[config.mk]
export PLATFORM = sky130hd
export DESIGN_NAME = pmod_als_spi_receiver
export DESIGN_NICKNAME = d
export VERILOG_FILES = /design/src/rtl/pmod_als_spi_receiver.sv
export SDC_FILE = /design/constraint.sdc
export NUM_CORES = 1
export LEC_CHECK = 0
export BUFFER_PORTS_ARGS = -buffer_cell sky130_fd_sc_hd__buf_2
export CORE_UTILIZATION = 40
export DETAILED_ROUTE_END_ITERATION = 10
export GPL_TIMING_DRIVEN = 0
export PLACE_DENSITY = 0.59
export SYNTH_ARGS = -nofsm -noshare
export SYNTH_HDL_FRONTEND = slang
export SYNTH_SLANG_ARGS = --single-unit
export TNS_END_PERCENT = 1
[constraint.sdc]
create_clock -name clk -period 2.7 [get_ports clk]
set_input_delay 0.135 -clock clk [delete_from_list [all_inputs] [get_ports clk]]
set_output_delay 0.135 -clock clk [all_outputs]
set_load 0.02 [all_outputs]
[src/rtl/pmod_als_spi_receiver.sv]
`timescale 1ns/1ps
// -----------------------------------------------------------------------------
// pmod_als_spi_receiver
//
// Reads one 16-bit frame from a PmodALS ambient light sensor (ADC081S021
// style SPI output) for each accepted conversion request. The frame carries
// three leading zeros, eight data bits and trailing zeros; the 8-bit light
// sample is extracted from bits [11:4] and any nonzero pad bit is reported
// as a frame error.
//
// Frame timing, in clk cycles:
//   LEAD  : CLK_DIV cycles with cs low and sck high
//   SHIFT : 32 half-phases of CLK_DIV cycles, first half-phase low
//   TRAIL : QUIET cycles with cs high before a new request is taken
//
// Parameters
//   CLK_DIV  clk cycles per SCK half-period (1..255)
//   QUIET    clk cycles cs stays high after a frame (1..255)
//
// Ports
//   clk        sole clock, rising edge
//   rst_n      asynchronous active-low reset
//   start      conversion request, ignored while busy
//   busy       frame in progress, including the quiet time
//   valid      one-cycle pulse when value/frame_err update
//   value      last received light sample
//   frame_err  last frame had nonzero pad bits
//   cs         chip select to the sensor, active low
//   sck        SPI clock to the sensor, idle high
//   sdo        serial data from the sensor
// -----------------------------------------------------------------------------
module pmod_als_spi_receiver #(
    parameter int unsigned CLK_DIV = 4,
    parameter int unsigned QUIET   = 8
) (
    input  logic       clk,
    input  logic       rst_n,
    input  logic       start,
    output logic       busy,
    output logic       valid,
    output logic [7:0] value,
    output logic       frame_err,
    output logic       cs,
    output logic       sck,
    input  logic       sdo
);

    typedef enum logic [1:0] {
        ST_IDLE  = 2'd0,
        ST_LEAD  = 2'd1,
        ST_SHIFT = 2'd2,
        ST_TRAIL = 2'd3
    } state_t;

    // Terminal counts; counters are 8 bits so every legal parameter fits
    // without wrapping inside a frame.
    localparam logic [7:0] DIV_LAST   = 8'(CLK_DIV - 1);
    localparam logic [7:0] QUIET_LAST = 8'(QUIET - 1);
    localparam logic [7:0] PHASE_LAST = 8'd31;

    state_t      state_r;
    logic [7:0]  div_r;
    logic [7:0]  phase_r;
    logic [15:0] shift_r;
    logic        busy_r;
    logic        valid_r;
    logic [7:0]  value_r;
    logic        frame_err_r;
    logic        cs_r;
    logic        sck_r;

    // Pad bits are the four MSBs and four LSBs of the received word.
    function automatic logic pad_error(input logic [15:0] word);
        return (|word[15:12]) | (|word[3:0]);
    endfunction

    // Frame sequencer: owns every output register so nothing combinational
    // reaches a port from sdo or start.
    always_ff @(posedge clk or negedge rst_n) begin
        if (!rst_n) begin
            state_r     <= ST_IDLE;
            div_r       <= 8'd0;
            phase_r     <= 8'd0;
            shift_r     <= 16'd0;
            busy_r      <= 1'b0;
            valid_r     <= 1'b0;
            value_r     <= 8'h00;
            frame_err_r <= 1'b0;
            cs_r        <= 1'b1;
            sck_r       <= 1'b1;
        end else begin
            valid_r <= 1'b0;
            case (state_r)
                ST_IDLE: begin
                    if (start) begin
                        state_r <= ST_LEAD;
                        cs_r    <= 1'b0;
                        sck_r   <= 1'b1;
                        busy_r  <= 1'b1;
                        div_r   <= 8'd0;
                        phase_r <= 8'd0;
                        shift_r <= 16'd0;
                    end else begin
                        cs_r   <= 1'b1;
                        sck_r  <= 1'b1;
                        busy_r <= 1'b0;
                    end
                end

                ST_LEAD: begin
                    if (div_r == DIV_LAST) begin
                        div_r   <= 8'd0;
                        sck_r   <= 1'b0;
                        state_r <= ST_SHIFT;
                    end else begin
                        div_r <= div_r + 8'd1;
                    end
                end

                ST_SHIFT: begin
                    if (div_r == DIV_LAST) begin
                        div_r <= 8'd0;
                        if (phase_r == PHASE_LAST) begin
                            // Last half-phase is high already, so sck holds
                            // while cs rises.
                            cs_r        <= 1'b1;
                            valid_r     <= 1'b1;
                            value_r     <= shift_r[11:4];
                            frame_err_r <= pad_error(shift_r);
                            state_r     <= ST_TRAIL;
                        end else begin
                            phase_r <= phase_r + 8'd1;
                            sck_r   <= ~sck_r;
                            // Rising sck edge: sdo has been stable since the
                            // previous falling edge, sample it directly.
                            if (!sck_r) begin
                                shift_r <= {shift_r[14:0], sdo};
                            end else begin
                                shift_r <= shift_r;
                            end
                        end
                    end else begin
                        div_r <= div_r + 8'd1;
                    end
                end

                ST_TRAIL: begin
                    if (div_r == QUIET_LAST) begin
                        div_r   <= 8'd0;
                        busy_r  <= 1'b0;
                        state_r <= ST_IDLE;
                    end else begin
                        div_r <= div_r + 8'd1;
                    end
                end

                default: begin
                    state_r <= ST_IDLE;
                    div_r   <= 8'd0;
                    phase_r <= 8'd0;
                    busy_r  <= 1'b0;
                    cs_r    <= 1'b1;
                    sck_r   <= 1'b1;
                end
            endcase
        end
    end

    assign busy      = busy_r;
    assign valid     = valid_r;
    assign value     = value_r;
    assign frame_err = frame_err_r;
    assign cs        = cs_r;
    assign sck       = sck_r;

endmodule

==> impl_metrics.csv <==
group,metric,value,unit
worst_setup_path,crit_chain,"inv_1 -> ha_1 -> clkbuf_1 -> nand3_2 -> nor2_1 -> buf_2 -> mux2_2",
power_and_ir_drop,finalPower,0.00222,W
floorplan,die_h,78.6,µm
worst_setup_path,worstPathMaxFanout,10,
sta,fmax,0.437,GHz
synth,ys_top_cells_by_area,"dfrtp_1 48%, a22o_1 6.3%, mux2_2 5.3%",
worst_setup_path,r2r_setup_slack,410,ps
clock_network,numCtsBuffers,5,
detailed_routing,drc,0,
min_path,hp-class,"in -> async",
clock_network,clock_sinks,47,
detailed_routing,drt_first_pass_iters,4,
synth,synth_warnings,0,
sta,period_minus_slack,2290,ps
floorplan,coreArea,5570,µm²
clock_network,post_cts_resized,0,
clock_network,cts.root.buffer_cell,"clkbuf_8",
final_layout,finalNonFillerCells,301,
global_route,grt_pass1_wl,7730,µm
sta,slew_viol_final,0,
worst_setup_path,slowest_stage,"dfrtp_1",
final_layout,n_antenna_cell,0,
global_route,grtUsageTotal,16.2,%
placed_design,numPortBuffers,16,
sta,fin_skew,6.11,ps
global_route,antenna_found_initial,0,
placed_design,dp_hpwl,3020,µm
final_layout,fill_cells,546,
clock_network,clock_latency,300,ps
synth,synth.largest_area_cell,"dfrtp_1",
synth,synth_area,2350,µm²
sta,min_period_over_period,84.7,%
synth,synthesis.nets,217,
sta,worstMarginPinSlew,1030,ps
power_and_ir_drop,leakagePower,1.21,nW
placed_design,place_inst,293,
detailed_routing,drt_iter0_markers,65,
worst_setup_path,critPathLaunchType,"flop",
synth,synthTopCellsByCount,"45 x dfrtp_1, 17 x a22o_1, 14 x nand2_1, 11 x mux2_2",
clock_network,clk_pin_slew_worst_paths,90,ps
worst_setup_path,cp_data_arrival_time,2480,ps
worst_setup_path,critPathKind,"reg -> reg",
detailed_routing,drt-total-wl,4360,µm
final_layout,regArea,1180,µm²
synth,synth.most_common_cell,"dfrtp_1",
floorplan,start_util,42.1,%
synth,ys_types,49,
global_route,grt_max_degree,48,
detailed_routing,via_per_inst,5.50,
synth,syn-instance-count,205,
final_layout,design_area,2630,µm²
synth,yosysTopAreaCellShare,48.0,%
clock_network,clk_path_buf_depth,2,
clock_network,cts_tree,"done",
placed_design,postPlaceCellArea,2520,µm²
detailed_routing,dr_total_vias,1656,
status,status,"completed",
power_and_ir_drop,powerDensity,846,nW/µm²
synth,ys.flop_type,"dfrtp_1",
synth,synth_seq_cells,47,
global_route,grt_pass1_vias,1608,
detailed_routing,ant_nets,0,
floorplan,die-area,6180,µm²
sta,rsz0062_at_grt,"false",
synth,synth_edf_count,0,
clock_network,postCtsHoldBufs,0,
sta,slew_headroom,31.7,%
worst_setup_path,crit_required,2890,ps
synth,ys_seq_area_share,50.2,%
placed_design,globalplace.congestion,0.725,
floorplan,io_pins,17,
sta,setup_viol,0,
final_layout,fin_nets,240,
job,cap_violations,0,
final_layout,drive_above_1_share,22.7,%
clock_network,postCtsSetupRepairBufs,0,
synth,ys_async_sr_fraction,100,%
floorplan,die_width,78.6,µm
synth,synth_area_per_cell,11.4,µm²
clock_network,htreeDepth,2,
floorplan,rows,27,
power_and_ir_drop,irDropWorstVdd,0.482,mV
sta,tns,0,ps
global_route,gr-total-overflow,0,
worst_setup_path,end_kind,"flop",
final_layout,multi_input_area,1100,µm²
detailed_routing,wl_per_cell,14.5,µm
worst_setup_path,critPathMaxStageDelay,450,ps
sta,hold_violations,0,
final_layout,area_growth,12.1,%
-- metal layers --
layer	vias up	wire, µm	track usage (%)
met3	7	113	3.49
met4	0	61	6.11
met1	818	2370	23.5
met2	18	1820	23.2
met5	-	0	0
li1	813	-	-
-- cell families (layout without fill, tap and decap cells) --
group / Yosys count / after routing / share of synthesized area, %
AO/OA/AOI/OAI: 55 / 55 / 18.0
AND/OR/NAND/NOR: 65 / 65 / 16.8
adder cells (fa/ha/maj): 8 / 8 / 4.27
flip-flops: 47 / 47 / 50.2
XOR/XNOR: 2 / 2 / 0.747
buffers and inverters: 13 / 37 / 2.93
multiplexers: 15 / 15 / 6.99
-- per-stage QoR --
stage	utilization, %	hold WS [ps]	setup slack [ps]
floorplan	-	-161	761
detailed placement	45.1	377	405
CTS	47.2	50.6	373
finish	47.2	7.28	414
global route	47.2	55.0	191
global placement	45.1	374	460
-- flip-flops by register name (all words and copies together), names as in the netlist --
register / cells
busy: 1
cs: 1
div_r: 8
frame_err: 1
phase_r: 8
sck: 1
shift_r: 16
state_r: 2
valid: 1
value: 8
-- worst max-delay path, delay by kind of cell, from the launching register on --
family / cells / cell delay (ps)
flops: 1 / 450
fa+ha+maj: 1 / 200
mux: 1 / 370
buf+inv: 3 / 800
simple gates: 2 / 360
-- cells in the final DEF, fill, tap and decap left out, types with 3 or more instances in the layout --
| master | synthesis | final |
|---|---|---|
| clkbuf_8 | 0 | 5 |
| nand3_1 | 5 | 5 |
| nor2_1 | 8 | 8 |
| or4_1 | 3 | 3 |
| nor4_1 | 3 | 3 |
| nand4_1 | 5 | 5 |
| ha_1 | 8 | 8 |
| inv_1 | 5 | 5 |
| nor2b_1 | 4 | 4 |
| dfrtp_1 | 45 | 45 |
| o21ai_0 | 8 | 8 |
| mux2_2 | 11 | 11 |
| o21a_1 | 3 | 3 |
| and2_1 | 4 | 4 |
| mux2i_1 | 4 | 4 |
| o31ai_1 | 3 | 3 |
| a22o_1 | 17 | 17 |
| nand2b_1 | 4 | 4 |
| nand2_1 | 14 | 14 |
| a21oi_1 | 6 | 6 |
| buf_2 | 4 | 20 |
-- report_power, final --
part	internal (W)	leakage (nW)	switching (W)
combinational	0.000350	0.512	0.000505
clock	0.000276	0.0581	0.000245
sequential	0.000781	0.641	0.0000667
-- area by class of cell --
type	count	area share (%)
well taps	72	3.43
multi-input cells	145	41.8
plain buffers	8	1.90
clock buffers	5	2.62
flip-flops and latches	47	44.8
inverters	5	0.714
clock inverters	3	1.67
repair buffers	16	3.05
-- final timing paths --
check                           start          to  cells past startpoint
max                        state_r[0]    value[1]                      7
min                             rst_n  phase_r[7]                      1
max reg2reg                state_r[0]    value[1]                      7
min reg2reg                  value[2]    value[2]                      1
max in group asynchronous       rst_n    value[6]                      1
min in group clk                  sdo  shift_r[0]                      2
Power figures use the tool's default switching activity.
